### src/rtl/cla_nibble_seq.sv
// Nibble-serial wide adder: one 4-bit carry-lookahead slice reused across WIDTH bits, with a registered inter-nibble carry.
// Optional macro CLA_SEQ_OVF_EN adds the signed-overflow output ovf.

module cla (
    output logic [3:0] sum,
    output logic       c_out,
    input  logic [3:0] a,
    input  logic [3:0] b,
    input  logic       c_in
);
    logic [3:0] w_p;
    logic [3:0] w_g;
    logic [4:0] w_c;

    // Lookahead carries, each flattened to depend only on p/g and c_in.
    always_comb begin
        w_p    = a ^ b;
        w_g    = a & b;
        w_c[0] = c_in;
        w_c[1] = w_g[0] | (w_p[0] & c_in);
        w_c[2] = w_g[1] | (w_p[1] & w_g[0]) | (w_p[1] & w_p[0] & c_in);
        w_c[3] = w_g[2] | (w_p[2] & w_g[1]) | (w_p[2] & w_p[1] & w_g[0])
               | (w_p[2] & w_p[1] & w_p[0] & c_in);
        w_c[4] = w_g[3] | (w_p[3] & w_g[2]) | (w_p[3] & w_p[2] & w_g[1])
               | (w_p[3] & w_p[2] & w_p[1] & w_g[0])
               | (w_p[3] & w_p[2] & w_p[1] & w_p[0] & c_in);
        sum    = w_p ^ w_c[3:0];
        c_out  = w_c[4];
    end
endmodule

module cla_nibble_seq #(
    parameter int WIDTH = 16
) (
    input  logic             clk,
    input  logic             rst,
    input  logic             in_valid,
    output logic             in_ready,
    input  logic [WIDTH-1:0] a,
    input  logic [WIDTH-1:0] b,
    input  logic             c_in,
    output logic             out_valid,
    input  logic             out_ready,
    output logic [WIDTH-1:0] sum,
    output logic             c_out
`ifdef CLA_SEQ_OVF_EN
    ,
    output logic             ovf
`endif
);
    localparam int NIBBLES = WIDTH / 4;
    localparam int IDX_W   = (NIBBLES > 1) ? $clog2(NIBBLES) : 1;

    if ((WIDTH < 4) || ((WIDTH % 4) != 0)) begin : g_width_check
        $error("cla_nibble_seq: WIDTH must be a multiple of 4 and at least 4");
    end

    typedef enum logic [1:0] {
        IDLE = 2'd0,
        RUN  = 2'd1,
        DONE = 2'd2
    } state_t;

    state_t             r_state;
    state_t             w_state_next;
    logic [IDX_W-1:0]   r_idx;
    logic [WIDTH-1:0]   r_a;
    logic [WIDTH-1:0]   r_b;
    logic               r_carry;
    logic [WIDTH-1:0]   r_sum;
    logic               r_cout;
    logic               r_ovf;
    logic [3:0]         w_a_nib;
    logic [3:0]         w_b_nib;
    logic [3:0]         w_nib_sum;
    logic               w_nib_cout;
    logic               w_last;

    assign w_a_nib = r_a[{r_idx, 2'b00} +: 4];
    assign w_b_nib = r_b[{r_idx, 2'b00} +: 4];
    assign w_last  = (r_idx == IDX_W'(NIBBLES - 1));

    cla u_cla (
        .sum   (w_nib_sum),
        .c_out (w_nib_cout),
        .a     (w_a_nib),
        .b     (w_b_nib),
        .c_in  (r_carry)
    );

    // State register.
    always_ff @(posedge clk or posedge rst) begin
        if (rst) begin
            r_state <= IDLE;
        end else begin
            r_state <= w_state_next;
        end
    end

    // Next-state logic.
    always_comb begin
        w_state_next = r_state;
        case (r_state)
            IDLE: begin
                if (in_valid) w_state_next = RUN;
                else          w_state_next = IDLE;
            end
            RUN: begin
                if (w_last) w_state_next = DONE;
                else        w_state_next = RUN;
            end
            DONE: begin
                if (out_ready) w_state_next = IDLE;
                else           w_state_next = DONE;
            end
            default: w_state_next = IDLE;
        endcase
    end

    // Operand capture and nibble-serial result accumulation.
    always_ff @(posedge clk or posedge rst) begin
        if (rst) begin
            r_idx   <= '0;
            r_a     <= '0;
            r_b     <= '0;
            r_carry <= 1'b0;
            r_sum   <= '0;
            r_cout  <= 1'b0;
            r_ovf   <= 1'b0;
        end else begin
            case (r_state)
                IDLE: begin
                    if (in_valid) begin
                        r_a     <= a;
                        r_b     <= b;
                        r_carry <= c_in;
                        r_idx   <= '0;
                    end
                end
                RUN: begin
                    r_sum[{r_idx, 2'b00} +: 4] <= w_nib_sum;
                    r_carry                    <= w_nib_cout;
                    if (w_last) begin
                        r_idx  <= '0;
                        r_cout <= w_nib_cout;
                        // Carry into the MSB is recovered from the top sum bit and its operands.
                        r_ovf  <= w_a_nib[3] ^ w_b_nib[3] ^ w_nib_sum[3] ^ w_nib_cout;
                    end else begin
                        r_idx  <= r_idx + IDX_W'(1);
                    end
                end
                default: begin
                    r_idx <= r_idx;
                end
            endcase
        end
    end

    assign in_ready  = (r_state == IDLE);
    assign out_valid = (r_state == DONE);
    assign sum       = r_sum;
    assign c_out     = r_cout;
`ifdef CLA_SEQ_OVF_EN
    assign ovf       = r_ovf;
`else
    logic w_ovf_unused;
    assign w_ovf_unused = r_ovf;
`endif
endmodule

### config.mk
export PLATFORM = sky130hd
export DESIGN_NAME = cla_nibble_seq
export DESIGN_NICKNAME = d
export VERILOG_FILES = /design/src/rtl/cla_nibble_seq.sv
export SDC_FILE = /design/constraint.sdc
export NUM_CORES = 1
export LEC_CHECK = 0
export ABC_AREA = 1
export CORE_UTILIZATION = 51
export DETAILED_ROUTE_END_ITERATION = 6
export PLACE_DENSITY = 0.87
export SKIP_CTS_REPAIR_TIMING = 1
export SLEW_MARGIN = 20
export SYNTH_ARGS = -nofsm -noshare
export SYNTH_HDL_FRONTEND = slang
export SYNTH_SLANG_ARGS = --single-unit
### constraint.sdc
create_clock -name clk -period 2.31 [get_ports clk]
set_input_delay 0.231 -clock clk [delete_from_list [all_inputs] [get_ports clk]]
set_output_delay 0.231 -clock clk [all_outputs]
set_load 0.005 [all_outputs]
==> key figures, run 1 <==
Status
  • Outcome: completed

Clocking
  • Clock sinks: 54
  • Max H-tree Level: 2
  • Clock buffer depth: 2
  • Worst-Skew Late Latency: 310 ps
  • Clock root cell: clkbuf_8
  • Reg clk slew, reported paths: 90 ps
  • CTS Buf Count: 5
  • CTS tree: yes

Yosys
  • Syn nets: 374
  • Top FF cell, synth: dfrtp_1
  • Synth unique cells: 29
  • Async set-reset flop share out of synthesis: 100%
  • Mapped Area: 2680 um^2
  • Mapped Avg Cell Area: 8.22 um^2
  • Seq/Total Area, Yosys: 50.4%
  • Flip-flop and latch count after synthesis: 54
  • Number of flops mapped to enable cells by yosys: 0
  • Synth warn: 0
  • Post-Syn Instances: 326

STA
  • Worst-margin pin slew: 545 ps
  • Hold Fails Final Rpt: 0
  • Post-Route Setup TNS: 0 ps
  • Max Transition Viols Final: 0
  • Final setup viols: 0
  • Post-route minimum period: 2110 ps
  • RSZ-0062 raised after global routing: false
  • Clock skew: 6.98 ps
  • Max Fclk: 473 MHz
  • Slew margin rel.: 63.6%
  • Period utilization: 91.5%

Global routing
  • Largest net degree at the start of global routing: 35
  • GR peak layer: met2
  • Met3 track demand over resource: 3.52%
  • Overall routing resource usage: 23.1%
  • Final global-route overflow total: 0
  • Number of global-route vias before repair: 2146
  • First-pass GRT wire length: 9.72 mm
  • Initial antenna violation count: 0
  • Grt met2 use: 42.1%
  • GR Util met1: 28.8%

Cells and area
  • Leading cell type in the layout, fill and taps excluded: nand2_1
  • Area Overhead vs Synth: 27.4%
  • Commonest non-fill, non-tap cells in the layout: nand2_1 (141), clkdlybuf4s50_1 (55), dfrtp_1 (54)
  • FILL cells: 443
  • Antenna Cells: 0
  • Share of post-route cells with drive strength above 1: 9.40%
  • Final instance area: 3420 um^2
  • Nets: 430

Placed design
  • DP HPWL: 4.32 mm
  • Gpl congestion: 0.924
  • DP Area: 3300 um^2
  • Port Buf Inserts: 55

Setup path
  • R2R Path End: sum[15]
  • CP startpoint: r_idx[0]
  • Worst Reg-to-Reg Cells: 13
  • Startpoint Class: flip-flop
  • Worst EP arrival: 2370 ps
  • R2R setup slack: 200 ps
  • WS Path Type: reg -> reg
  • Worst-path maximum fanout: 17
  • CP endpoint kind: flip-flop
  • Critical Path RT: 2560 ps
  • Origin of the critical flop-to-flop path: r_idx[0]

Route
  • Residual DRC: 0
  • Final ANT Viol Nets: 0
  • Routed WL: 5.71 mm
  • Iter 0 DRT Violations: 124
  • DRT Pass-1 Iters: 4
  • Vias: 2267
  • Drt wl/cell: 12.6 um
  • Number of vias per cell: 5.00

Flow run
  • Max-cap violation count: 0

Power
  • VDD IR max: 0.725 mV
  • Leakage: 1.71 nW
  • PwrDens: 1450 nW/um^2

Die
  • Die Y: 74.5 um
  • Core box area: 5070 um^2
  • Rows: 26
  • Initial Util: 52.8%
  • Die width: 74.5 um
  • Die ar.: 5550 um^2
  • Number of I/O pins: 56

Worst hold path
  • Tightest Hold Check Type: in -> async
[through the flow]
step / hold slack (ps) / power [mW] / utilization, % / std cells / setup slack (ps)
floorplan: 329 / 3.48 / - / 326 / 319
global placement: 458 / 4.14 / 64.9 / 445 / 270
detailed placement: 460 / 4.28 / 64.9 / 445 / 198
CTS: 314 / 4.92 / 67.1 / 453 / 182
global route: 345 / 5.41 / 67.3 / 453 / 23.6
finish: 284 / 4.95 / 67.3 / 453 / 195
[cell type report]
| type | instances | area [um^2] | area share [%] |
|---|---|---|---|
| clock inverters | 3 | 40.0 | 1.17 |
| flip-flops and latches | 54 | 1350 | 39.6 |
| inverters | 22 | 92.6 | 2.71 |
| clock buffers | 5 | 68.8 | 2.01 |
| well taps | 70 | 87.6 | 2.56 |
| repair buffers | 59 | 593 | 17.4 |
| multi-input cells | 240 | 1180 | 34.6 |
[cell usage after synthesis (3+ instances only)]
library cell	count	area, um^2
nand2_1	141	529
dfrtp_1	54	1350
nor2_1	26	97.6
o21ai_0	24	120
inv_1	16	60.1
ha_1	10	125
o22ai_1	8	50.1
nand3_1	6	30.0
buf_2	5	25.0
inv_2	4	15.0
nand2_4	4	45.0
o21ai_1	4	20.0
buf_6	3	33.8
[routing by layer]
metal / wire length [um] / part of all wire [%]
met3: 193 / 3.4
met4: 59 / 1.0
met2: 3040 / 53
met1: 2420 / 42
met5: 0 / 0
[worst max path at each step]
| stage | endpoint | slack (ps) | cells after the start |
|---|---|---|---|
| 2_1_floorplan | sum[14] | 320 | 12 |
| 3_3_place_gp | sum[14] | 270 | 11 |
| 3_5_place_dp | sum[14] | 200 | 11 |
| 4_1_cts | sum[14] | 180 | 11 |
| 5_1_grt | sum[7] | 20 | 13 |
| 6_report | sum[15] | 200 | 13 |
[worst max-delay path: stages (launching register included)]
cell     delay, ps
dfrtp_1        430
buf_4          210
o21ai_0        200
o22ai_1        110
ha_1           370
nand2_1        110
nor2_1          40
nor2_1         120
nand2_1         80
nand2_2         90
nand3_2         80
nor2_2         110
nand2_1         60
nand2_1         50
[kinds of logic (layout without fill, tap and decap cells)]
| logic type | count (synthesis) | after routing | share of synthesized area [%] |
|---|---|---|---|
| compound gates | 41 | 41 | 8.63 |
| xor+xnor | 1 | 1 | 0.327 |
| fa+ha+maj | 11 | 11 | 5.41 |
| buf+inv | 32 | 89 | 5.83 |
| flops | 54 | 54 | 50.4 |
| simple gates | 187 | 187 | 29.4 |
[sequential cells by signal, summed over array words and instances, names as in the netlist]
name     count
r_a         16
c_out        1
r_state      2
r_carry      1
r_idx        2
sum         16
r_b         16
[power by group]
group | total, mW | leakage, nW | internal [mW] | switching, mW
registers | 1.62 | 0.692 | 1.35 | 0.270
clock network | 0.615 | 0.0579 | 0.319 | 0.296
logic | 2.72 | 0.964 | 1.06 | 1.66
total | 4.95 | 1.71 | 2.73 | 2.22
Power figures use the tool's default switching activity.
==> run 2, diff against run 1 <==
==> constraint.sdc (replaced) <==
create_clock -name clk -period 2.31 [get_ports clk]
set_input_delay 0.231 -clock clk [delete_from_list [all_inputs] [get_ports clk]]
set_output_delay 0.231 -clock clk [all_outputs]
set_load 0.1 [all_outputs]
==> run 2 against run 1 <==
Compared with the run above:
- die area is the same
- sequential share of layout area rose by 0.70 points
- first-iteration DRC count grew 31%
- critical path depth is the same
- worst hold slack improved by 20 ps
- register-to-register slack about the same
- clock skew is 4.3 ps higher
- worst setup slack lost 4.7 ps
==> key figures, run 2 (same netlist as run 1, synthesis figures left out) <==
Setup path
  • WS Path Type: reg -> reg
  • Critical-path cell list: buf_6 > o21ai_0 > o22ai_1 > ha_1 > nand2_1 > nor2_1 > nor2_1 > nand2_1 > nand2_2 > nand3_2 > nor2_2 > nand2_1 > nand2_1
  • Startpoint Class: flip-flop
  • CP max stage delay: 440 ps
  • CP endpoint kind: flip-flop
  • Worst EP arrival: 2370 ps
  • Worst-path maximum fanout: 25
  • CP dominant cell by count: nand2_1
  • Slowest cell on crit path: dfrtp_1
  • Critical Path RT: 2560 ps

STA
  • Post-Route Setup TNS: 0 ps
  • Max Transition Viols Final: 0
  • Post-route minimum period: 2120 ps
  • Worst-margin pin slew: 586 ps
  • Period utilization: 91.7%
  • Slew margin rel.: 60.8%
  • Final Worst Setup Slack: 191 ps
  • Hold Fails Final Rpt: 0
  • RSZ-0062 raised after global routing: false
  • Clock skew: 11.2 ps
  • Final setup viols: 0
  • Max Fclk: 472 MHz

Placed design
  • Gpl congestion: 0.912
  • Port Buf Inserts: 55
  • DP HPWL: 4.20 mm
  • # placed instances: 444
  • Post-place setup slack: 165 ps

Cells and area
  • Leading cell type in the layout, fill and taps excluded: nand2_1
  • Antenna Cells: 0
  • Commonest non-fill, non-tap cells in the layout: nand2_1 (141), dfrtp_1 (53), clkdlybuf4s50_1 (36)
  • FILL cells: 417
  • Finished Core Util: 66.2%
  • Area Overhead vs Synth: 25.3%
  • Nets: 430
  • Final non-filler cell total: 453
  • Share of post-route cells with drive strength above 1: 14.4%

Die
  • Core box area: 5070 um^2
  • Number of I/O pins: 56
  • Initial Util: 52.8%
  • Die width: 74.5 um
  • Rows: 26
  • Die Y: 74.5 um
  • Die ar.: 5550 um^2

Route
  • Number of vias per cell: 4.97
  • Routed WL: 5.66 mm
  • Drt wl/cell: 12.5 um
  • Residual DRC: 0
  • Final ANT Viol Nets: 0
  • DRT Pass-1 Iters: 4
  • Vias: 2251
  • Iter 0 DRT Violations: 163

Clocking
  • Reg clk slew, reported paths: 100 ps
  • Clock buffer depth: 2
  • Worst-Skew Late Latency: 310 ps
  • Max H-tree Level: 2
  • CTS Buf Count: 5
  • Clock root cell: clkbuf_8
  • Clock sinks: 54
  • CTS tree: yes

Status
  • Outcome: completed

Global routing
  • Number of global-route vias before repair: 2111
  • First-pass GRT wire length: 9.54 mm
  • Final global-route overflow total: 0
  • Overall routing resource usage: 23.0%
  • Largest net degree at the start of global routing: 35
  • Initial antenna violation count: 0

Flow run
  • Max-cap violation count: 0

Worst hold path
  • Tightest Hold Check Type: in -> async
==> run 2: worst paths after layout <==
check / endpoint / slack [ps] / cells after the start / startpoint
max in group asynchronous: r_idx[1] / 1440 / 3 / rst
worst max register to register: sum[7] / 190 / 13 / r_idx[0]
worst min register to register: r_a[4] / 480 / 2 / r_a[4]
worst min-delay path: r_state[1] / 300 / 2 / rst
worst max-delay path: sum[7] / 190 / 13 / r_idx[0]
min in group clk: r_b[9] / 450 / 3 / b[9]
==> run 2: layer usage <==
| metal | global-route usage [%] | wire length [um] | part of all wire [%] |
|---|---|---|---|
| met5 | 0 | 0 | 0 |
| met4 | 7.13 | 101 | 1.8 |
| met3 | 5.28 | 248 | 4.4 |
| met2 | 38.4 | 2890 | 51 |
| met1 | 29.7 | 2420 | 43 |
==> run 2: per-stage QoR <==
step                      hold slack [ps]  cell area, um^2
after CTS                             328             3330
after global placement                459             3240
after global routing                  364             3360
after floorplan                       329             2680
final                                 304             3360
after detailed placement              461             3240
==> run 2: worst max-delay path: cells and delay by family, from the launching register on <==
kind            cells  cell delay [ps]
flops               1              440
buf+inv             1              200
compound gates      2              310
fa+ha+maj           1              370
simple gates        9              730
==> run 2: final cells by class <==
class	instances	area (um^2)	share of cell area [%]
clock inverters	1	5.00	0.149
well taps	70	87.6	2.61
repair buffers	59	549	16.4
multi-input cells	240	1180	35.2
inverters	22	96.3	2.87
clock buffers	7	86.3	2.57
flip-flops and latches	54	1350	40.3
Power of run 2 is left out: the tool's default activity adds up to more than one toggle a clock period on the data nets, which glitch-free logic cannot reach.
==> run 3, diff against run 2 <==
--- a/config.mk
+++ b/config.mk
@@ -6,10 +6,11 @@
 export NUM_CORES = 1
 export LEC_CHECK = 0
 export ABC_AREA = 1
+export CORE_MARGIN = 4
 export CORE_UTILIZATION = 51
 export DETAILED_ROUTE_END_ITERATION = 6
 export PLACE_DENSITY = 0.87
-export SKIP_CTS_REPAIR_TIMING = 1
+export SKIP_LAST_GASP = 1
 export SLEW_MARGIN = 20
 export SYNTH_ARGS = -nofsm -noshare
 export SYNTH_HDL_FRONTEND = slang
==> run 3 against run 2 <==
Compared with the run above:
- die area is 17% higher
- core utilization down 0.91 points
- routed wire length rose by 1.4%
- worst hold slack lost 23 ps
- global-route usage decreased by 3.8 points
- worst setup slack got worse by 8.5 ps
- via count barely moved
- cell count shrank 0.22%
- critical path type unchanged
- critical endpoint is now sum[15]
- largest cell class unchanged
==> key figures, run 3 (same netlist as run 1, synthesis figures left out) <==
Cells and area
  • Leading cell type in the layout, fill and taps excluded: nand2_1
  • FILL cells: 414
  • Nets: 430
  • Area Overhead vs Synth: 24.4%
  • Commonest non-fill, non-tap cells in the layout: nand2_1 (141), dfrtp_1 (53), clkdlybuf4s50_1 (36)
  • Finished Core Util: 65.3%
  • Share of post-route cells with drive strength above 1: 13.6%
  • Antenna Cells: 0
  • FF+latch area: 1350 um^2
  • Area of the multi-input gates: 1180 um^2

Status
  • Outcome: completed

Die
  • Core box area: 5110 um^2
  • Initial Util: 52.5%
  • Rows: 26
  • Number of I/O pins: 56
  • Die ar.: 6480 um^2
  • Die Y: 80.5 um
  • Die width: 80.5 um

Clocking
  • Clock sinks: 54
  • Reg clk slew, reported paths: 90 ps
  • Worst-Skew Late Latency: 310 ps
  • CTS Buf Count: 5
  • CTS tree: yes
  • Max H-tree Level: 2
  • Clock root cell: clkbuf_8
  • Post-CTS sizing: 0
  • Post-CTS Setup Inserts: 0
  • Hold buffer count at CTS: 0
  • Clock buffer depth: 2

Worst hold path
  • Tightest Hold Check Type: in -> async

Global routing
  • Overall routing resource usage: 19.1%
  • First-pass GRT wire length: 9.46 mm
  • Largest net degree at the start of global routing: 35
  • Number of global-route vias before repair: 2168
  • Initial antenna violation count: 0
  • Final global-route overflow total: 0

Route
  • Drt wl/cell: 12.7 um
  • Routed WL: 5.74 mm
  • Vias: 2249
  • Iter 0 DRT Violations: 125
  • Number of vias per cell: 4.98
  • Max Used Layer: met4
  • DRT Pass-1 Iters: 4
  • Met3 wire length: 314 um
  • Metal2 WL: 2.74 mm
  • Met1 WL: 2.54 mm
  • Residual DRC: 0
  • Final ANT Viol Nets: 0

STA
  • Post-route minimum period: 2130 ps
  • Hold_ws: 281 ps
  • RSZ-0062 raised after global routing: true
  • Clock skew: 8.33 ps
  • Period utilization: 92.1%
  • Slew margin rel.: 64.4%
  • Hold Fails Final Rpt: 0
  • Max Fclk: 470 MHz
  • Worst-margin pin slew: 533 ps
  • Post-Route Setup TNS: 0 ps
  • Max Transition Viols Final: 0
  • Final setup viols: 0

Setup path
  • Worst EP arrival: 2370 ps
  • WS Path Type: reg -> reg
  • Worst-path maximum fanout: 9
  • CP endpoint kind: flip-flop
  • Startpoint Class: flip-flop
  • Critical Path RT: 2560 ps

Flow run
  • Max-cap violation count: 0

Placed design
  • DP HPWL: 4.38 mm
  • Gpl congestion: 1.01
  • Port Buf Inserts: 55
==> run 3: cell types whose count changed in the layout (fill, tap and decap cells not counted) <==
cell / change
buf_4: +1
buf_6: -1
clkbuf_1: +1
clkbuf_8: -1
clkinv_2: -1
clkinvlp_4: -1
inv_2: +1
nor2_1: +1
nor2_2: -1
==> run 3: worst max-delay path: stages, from the launching register on <==
cell and delay, ps:
dfrtp_1 520, buf_4 200, o21ai_0 80, o22ai_1 190, ha_1 310, nand2_1 80
nand2_1 40, nor2_1 130, nand2_1 80, nand2_2 80, nand3_2 80, nor2_2 130
nand2_1 80, nand2_1 60
==> run 3: final cells by class <==
| class | instances | share of cell area (%) |
|---|---|---|
| sequential | 54 | 40.6 |
| timing repair buffer | 59 | 16.4 |
| inverter | 22 | 2.78 |
| tap | 70 | 2.63 |
| clock buffer | 7 | 2.29 |
| multi-input combinational | 240 | 35.4 |
==> run 3: layer usage <==
metal | up-vias | global-route usage (%)
li1 | 1142 | -
met1 | 1022 | 23.4
met2 | 68 | 32.1
met3 | 17 | 4.15
met4 | 0 | 8.78
met5 | - | 0
==> run 3: worst paths after layout <==
path                       slack (ps)        to  startpoint  cells past startpoint
setup / recovery                  180   sum[15]    r_idx[1]                     13
hold / removal                    280    sum[0]         rst                      2
setup reg to reg                  180   sum[15]    r_idx[1]                     13
hold reg to reg                   480   r_a[10]     r_a[10]                      2
max in group asynchronous        1470  r_idx[0]         rst                      3
min in group clk                  450    r_b[9]        b[9]                      3
==> run 3: metrics by stage <==
step	cells	worst slack, ps	cell area (um^2)
floorplan	326	316	2680
global route	452	2.11	3330
global placement	445	271	3250
detailed placement	445	142	3250
finish	452	182	3330
CTS	452	108	3320
Power of run 3 is left out for the same reason.
